==> src/rtl/ysyx_25020042_exec_sequencer.sv <==
// Multi-cycle control FSM for the NPC integer datapath: fetch, decode, execute, write-back.
// Instructions that the decoder reports as unsupported stop the sequencer in HALT until reset.
module ysyx_25020042_exec_sequencer #(
  parameter int unsigned              INS_BYTES = 4,
  parameter logic [INS_BYTES*8-1:0]   RESET_PC  = 32'h8000_0000,
  parameter int unsigned              PC_STEP   = 4
) (
  input  logic                     clk,
  input  logic                     rst_n,
  input  logic                     start,
  output logic                     imem_req_valid,
  output logic [INS_BYTES*8-1:0]   imem_req_addr,
  input  logic                     imem_req_ready,
  input  logic                     imem_rsp_valid,
  input  logic [INS_BYTES*8-1:0]   imem_rsp_data,
  output logic [INS_BYTES*8-1:0]   ins,
  input  logic [7:0]               dec_instruction,
  output logic                     alu_en,
  output logic                     rf_wen,
  output logic [INS_BYTES*8-1:0]   pc,
  output logic                     busy,
  output logic                     halted,
  output logic                     illegal,
  output logic [INS_BYTES*8-1:0]   instret
);

  localparam int unsigned XLEN = INS_BYTES * 8;
  localparam logic [XLEN-1:0] PcStep = XLEN'(PC_STEP);
  localparam logic [XLEN-1:0] One    = XLEN'(1);

  typedef enum logic [2:0] {
    StIdle,
    StFetchReq,
    StFetchWait,
    StDecode,
    StExec,
    StWb,
    StHalt
  } state_e;

  state_e          state_q;
  logic [XLEN-1:0] pc_q;
  logic [XLEN-1:0] ins_q;
  logic [XLEN-1:0] instret_q;
  logic            illegal_q;
  logic            req_valid_q;
  logic            alu_en_q;
  logic            rf_wen_q;
  logic            busy_q;
  logic            halted_q;

  // Every output flag is updated on the same edge as the state transition that implies it.
  always_ff @(posedge clk) begin
    if (!rst_n) begin
      state_q     <= StIdle;
      pc_q        <= RESET_PC;
      ins_q       <= '0;
      instret_q   <= '0;
      illegal_q   <= 1'b0;
      req_valid_q <= 1'b0;
      alu_en_q    <= 1'b0;
      rf_wen_q    <= 1'b0;
      busy_q      <= 1'b0;
      halted_q    <= 1'b0;
    end else begin
      alu_en_q <= 1'b0;
      rf_wen_q <= 1'b0;
      unique case (state_q)
        StIdle: begin
          if (start) begin
            state_q     <= StFetchReq;
            req_valid_q <= 1'b1;
            busy_q      <= 1'b1;
          end
        end
        StFetchReq: begin
          if (imem_req_ready) begin
            state_q     <= StFetchWait;
            req_valid_q <= 1'b0;
          end
        end
        StFetchWait: begin
          if (imem_rsp_valid) begin
            ins_q   <= imem_rsp_data;
            state_q <= StDecode;
          end
        end
        StDecode: begin
          if (dec_instruction == 8'h00) begin
            state_q   <= StHalt;
            illegal_q <= 1'b1;
            busy_q    <= 1'b0;
            halted_q  <= 1'b1;
          end else begin
            state_q  <= StExec;
            alu_en_q <= 1'b1;
          end
        end
        StExec: begin
          state_q  <= StWb;
          rf_wen_q <= 1'b1;
        end
        StWb: begin
          pc_q        <= pc_q + PcStep;
          instret_q   <= instret_q + One;
          state_q     <= StFetchReq;
          req_valid_q <= 1'b1;
        end
        StHalt: begin
          state_q <= StHalt;
        end
        default: begin
          state_q     <= StIdle;
          req_valid_q <= 1'b0;
          busy_q      <= 1'b0;
          halted_q    <= 1'b0;
        end
      endcase
    end
  end

  assign imem_req_valid = req_valid_q;
  assign imem_req_addr  = pc_q;
  assign ins            = ins_q;
  assign alu_en         = alu_en_q;
  assign rf_wen         = rf_wen_q;
  assign pc             = pc_q;
  assign busy           = busy_q;
  assign halted         = halted_q;
  assign illegal        = illegal_q;
  assign instret        = instret_q;

endmodule

==> config.mk <==
export PLATFORM = sky130hd
export DESIGN_NAME = ysyx_25020042_exec_sequencer
export DESIGN_NICKNAME = d
export VERILOG_FILES = /design/src/rtl/ysyx_25020042_exec_sequencer.sv
export SDC_FILE = /design/constraint.sdc
export NUM_CORES = 1
export LEC_CHECK = 0
export CORE_UTILIZATION = 43
export DETAILED_ROUTE_END_ITERATION = 10
export GPL_TIMING_DRIVEN = 0
export HOLD_SLACK_MARGIN = 0.03
export PLACE_DENSITY = 0.75
export SLEW_MARGIN = 5
export SYNTH_ARGS = -nofsm -noshare
export SYNTH_HDL_FRONTEND = slang
export SYNTH_SLANG_ARGS = --single-unit
==> constraint.sdc <==
create_clock -name clk -period 2.2 [get_ports clk]
set_input_delay 0.22 -clock clk [delete_from_list [all_inputs] [get_ports clk]]
set_output_delay 0.22 -clock clk [all_outputs]
set_load 0.01 [all_outputs]
## Yosys cells after proc, flatten, opt, wreduce, memory -nomap -nowiden

Cells that the tools add are included.

| cells by class | value |
|---|---|
| $add $sub $neg | 2 |
| equal/unequal tests | 10 |
| muxes and demuxes | 14 |
| bitwise operators | 3 |
| reduce and logical (&&, ||, !) cells | 12 |

Operator list:

| kind | count |
|---|---|
| adder 32 x 1 -> 32 bit (second input constant) | 1 |
| adder 32 x 3 -> 32 bit (second input constant) | 1 |
| one-hot mux 3 bit (7 select lines) | 1 |
| == test 3 bit (second input constant) | 3 |
| two-way mux 3 bit | 3 |
| AND reduction 3 bit | 3 |
| zero test 8 bit | 1 |
| != test 2 bit (second input constant) | 4 |
| AND reduction 2 bit | 4 |
| == test 3 x 2 -> 1 bit (second input constant) | 2 |
| two-way mux 1 bit | 6 |
| OR reduction 6 bit | 1 |
| OR reduction 5 bit | 1 |
| one-hot mux 1 bit (4 select lines) | 1 |
| OR reduction 4 bit | 1 |
| == test 3 x 1 -> 1 bit (second input constant) | 1 |
| zero test 3 bit | 1 |
| NOT 1 bit | 3 |
| one-hot mux 1 bit (3 select lines) | 1 |
| two-way mux 2 bit | 1 |
| one-hot mux 1 bit (2 select lines) | 1 |

| word-level totals | value |
|---|---|
| register bits after elaboration | 105 |
| input bits | 45 |
| output and inout port bits | 134 |
| word-level logic and storage cells | 51 |

## Longest topological paths before layout

| depth | value |
|---|---|
| word-level depth | 4 |
| depth in mapped cells | 8 |
| mapped depth without buffers | 6 |

## Worst setup path after synthesis

No wires, ideal clock.

| timing path | value |
|---|---|
| path kind | register to register |
| start point | register instret_q[0] (netlist: instret[0]) |
| end point | register instret_q[28] (netlist: instret[28]) |
| library setup time | 70 ps |
| data arrival time | 1907 ps |
| required time | 2130 ps |
| path slack | 222 ps |
| cell stages (with the launch flop) | 7 |
| buffers on the path | 1 |
| clock period less this slack | 1978 ps |
| path through | dfxtp_1 ha_1 clkbuf_1 nand2_1 or4_4 or4_1 a21oi_1 |

| between the ends | value |
|---|---|
| word-level cells in the longest chain between the ends | 1 |

RTL lines:

| what | line | text |
|---|---|---|
| from (decl) | 44 | `logic [XLEN-1:0] instret_q;` |
| from (signal assigned) | 105 | `instret_q <= instret_q + One;` |
| adder 32 x 1 -> 32 bit | 105 |  |

Every way passes these cells.
A chain may end at the register's enable or synchronous reset.

## Worst setup path after layout

| timing path | value |
|---|---|
| start point | register state_q[1] |
| end point | register instret_q[23] (netlist: instret[23]) |

| between the ends | value |
|---|---|
| word-level cells in the longest chain between the ends | 1 |

RTL lines:

| what | line | text |
|---|---|---|
| from (decl) | 41 | `state_e state_q;` |
| from (signal assigned) | 55 | `state_q <= StIdle;` |
| from (signal assigned) | 71 | `state_q <= StFetchReq;` |
| from (signal assigned) | 78 | `state_q <= StFetchWait;` |
| == test 3 bit | 68 | `unique case (state_q)` |

Every way passes these cells.

==> results by group <==
Run status
  • Status: finished clean

Timing
  • Final WS setup: 0.100 ns
  • Tmin final: 2.10 ns
  • TNS Setup: 0 ns
  • Fin. Hold Viols: 0
  • Max-slew violation total from the final report: 0
  • Fin Hold WS: 0.256 ns
  • Worst-margin pin slew: 0.545 ns
  • Final setup viols: 0
  • Worst Clk Skew: 0.0140 ns
  • Final period util: 95.4%
  • Rel. slew slack: 63.6%
  • Fmax: 0.476 GHz

Yosys
  • YS warnings: 0
  • Largest family of logic cells by synthesized area: simple AND/OR/NAND/NOR gates
  • Post-synthesis sequential area ratio: 42.8%
  • Netlist cell types: 45
  • Synthesized instance count: 582
  • Mux share of post-synthesis cell area: 0.623%
  • Post-synthesis average cell area: 8.28 um2
  • Synthesized area: 4820 um2
  • Area share of fa/ha/maj cells after synthesis: 1.56%
  • EDFF count, synth: 0
  • #FFs+latches synth: 103
  • Main flop type after synthesis: dfxtp_1
  • Post-Synth XOR/XNOR Area: 4.00%
  • Post-synthesis async set-or-reset flop share: 0%
  • Synth Area in Compound Gates: 14.5%
  • Simple logic cell fraction of the synthesized area: 27.0%

Clock network
  • Clock sink count: 103
  • CTS tree: done
  • Clock slew at reported path FFs: 0.10 ns
  • Post-CTS Hold Fix Bufs: 0
  • Clk root buf: clkbuf_8
  • CTS max path bufs: 2
  • CTS buffer count: 9
  • Worst skew pair latency: 0.36 ns
  • CTS H-tree lvls: 3

Pwr
  • Power Dens Cells: 583 nW/um2
  • Leakage: 2.37 nW
  • Max VDD drop: 0.390 mV

Hold path
  • Worst hold path class: in2reg

Global route
  • Largest net degree at the start of global routing: 16
  • Initial antenna violation count: 0
  • Grt ovf: 0
  • Overall Global Routing Usage: 23.5%
  • Vias in the first global route: 4564
  • First-pass GRT wire length: 21900 um

Floorplanning
  • Die Width: 108 um
  • Core area: 10900 um2
  • IO Pins: 179
  • Die area: 11600 um2
  • Initial Utilization: 44.2%
  • FP Rows: 38
  • DIE HEIGHT: 108 um

Cells and area
  • NumNets Final: 822
  • Share of layout cells above drive strength 1: 9.54%
  • Final Util: 64.3%
  • Layout area overhead: 45.2%
  • Fin cells: 916
  • FILL cells: 963
  • N_diodes: 0

Detailed routing
  • Via count: 4888
  • Final WL: 13600 um
  • Drt drc: 0
  • TritonRoute pass-1 iters: 4
  • Wire length per cell: 14.8 um
  • Post-DR vias/cell: 5.34
  • Initial DRC count: 208
  • Routed Antenna Nets: 0

Critical path
  • CP Class: reg2reg
  • CP startpoint kind: flip-flop
  • Crit path DAT: 2.40 ns
  • Worst Path Max Fanout: 8
  • Critical Path End Type: flip-flop
  • Worst EP required: 2.50 ns

Job
  • MaxCap Viol Count: 0

Placement
  • Inst Count DP: 898
  • I/O Buffers: 173
  • Placement Setup Slack: -0.204 ns
  • Routability cong.: 0.799
  • DPL Wire Length: 10100 um
-- Yosys cell counts (2+ instances only) --
master,instances,area (um2)
and4_1,12,105
a21oi_1,73,365
or4_1,24,180
o41ai_1,2,17.5
buf_2,3,15.0
ha_1,6,75.1
and3_1,7,43.8
nand3_1,21,105
o31ai_1,24,180
or3_1,12,75.1
xor2_1,16,140
xnor2_1,6,52.6
inv_1,8,30.0
nand4_1,18,113
or4_4,2,22.5
and2_1,5,31.3
dlygate4sd1_1,2,17.5
o21a_1,2,15.0
nand2_1,98,368
nand2b_1,7,43.8
nor2_1,27,101
buf_4,36,270
o21ai_0,13,65.1
clkbuf_1,27,101
mux2i_1,3,30.0
dfxtp_1,103,2060
or4b_1,3,30.0
nor4_1,5,31.3
-- cell families after synthesis --
| logic type | Yosys count |
|---|---|
| multiplexers | 3 |
| buffers and inverters | 79 |
| AND/OR/NAND/NOR | 247 |
| flip-flops | 103 |
| XOR/XNOR | 22 |
| adder cells (fa/ha/maj) | 6 |
| AO/OA/AOI/OAI | 121 |
| other | 1 |
-- flip-flops by register name, indices dropped and copies added, names as in the netlist --
name and cells:
alu_en 1, busy 1, halted 1, illegal 1, imem_req_addr 30, imem_req_valid 1
ins 32, instret 32, rf_wen 1, state_q 3
-- worst max-delay path, stage by stage (launching register included) --
cell,delay [ns]
dfxtp_1,0.37
inv_2,0.12
ha_4,0.18
and4_1,0.25
nand4_1,0.11
buf_4,0.18
buf_2,0.15
or4_1,0.51
a21oi_1,0.16
-- final timing paths --
check,start,end,slack [ns],cells past startpoint
hold / removal,rst_n,imem_req_addr[31],0.26,2
setup / recovery,state_q[1],instret[23],0.10,8
hold reg to reg,ins[27],ins[27],0.46,2
setup reg to reg,state_q[1],instret[23],0.10,8
-- placed cells by master, fill, tap and decap left out, types with 2 or more instances in the layout --
cell,synthesis,routed
inv_1,8,7
ha_1,6,4
xnor2_1,6,6
mux2i_1,3,3
or4_1,24,24
buf_2,3,5
or4b_1,3,3
and2_1,5,5
nand3_1,21,21
or4_4,2,2
and4_1,12,12
o21ai_0,13,13
o21a_1,2,2
clkbuf_8,0,13
nand4_1,18,18
conb_1,1,4
nand2_1,98,98
buf_6,1,4
nor4_1,5,5
dfxtp_1,103,102
buf_4,36,38
nand2b_1,7,7
o31ai_1,24,22
dlygate4sd1_1,2,2
o31ai_2,0,2
o41ai_1,2,2
and3_1,7,7
clkbuf_1,27,23
clkdlybuf4s50_1,0,173
or3_1,12,12
nor2_1,27,27
xor2_1,16,16
a21oi_1,73,73
-- per-layer routing --
metal | vias to the layer above | part of all wire (%) | track usage [%]
met5 | - | 0 | 0
met4 | 0 | 1.8 | 9.98
met3 | 19 | 5.4 | 3.87
met2 | 150 | 49 | 39.6
met1 | 2326 | 43 | 29.5
li1 | 2393 | - | -
-- stage by stage --
| step | area [um2] | total power [mW] |
|---|---|---|
| after floorplan | 4830 | 2.55 |
| after CTS | 6950 | 4.09 |
| after global routing | 7000 | 4.30 |
| after detailed placement | 6740 | 2.93 |
| final | 7000 | 4.08 |
| after global placement | 6740 | 2.90 |
-- cell type report --
class	instances	area, um2	area share (%)
multi-input combinational	403	2340	33.4
sequential	103	2060	29.5
timing repair buffer	176	1750	25.0
buffer	69	440	6.29
clock buffer	14	183	2.61
tap	140	175	2.50
inverter	9	33.8	0.483
clock inverter	2	12.5	0.179
-- power by group --
| part | switching, mW | internal, mW | total (mW) |
|---|---|---|---|
| combinational | 0.453 | 0.421 | 0.874 |
| sequential | 0.0763 | 1.97 | 2.05 |
| clock | 0.622 | 0.536 | 1.16 |
-- timing repair --
action / CTS / global route
setup buffers: 1 / 1
cloned: 0 / 1
resized for setup: 6 / 18
pin swaps: 1 / 1
endpoints found under the setup margin: 22 / 27
(Power assumes the default switching activity.)
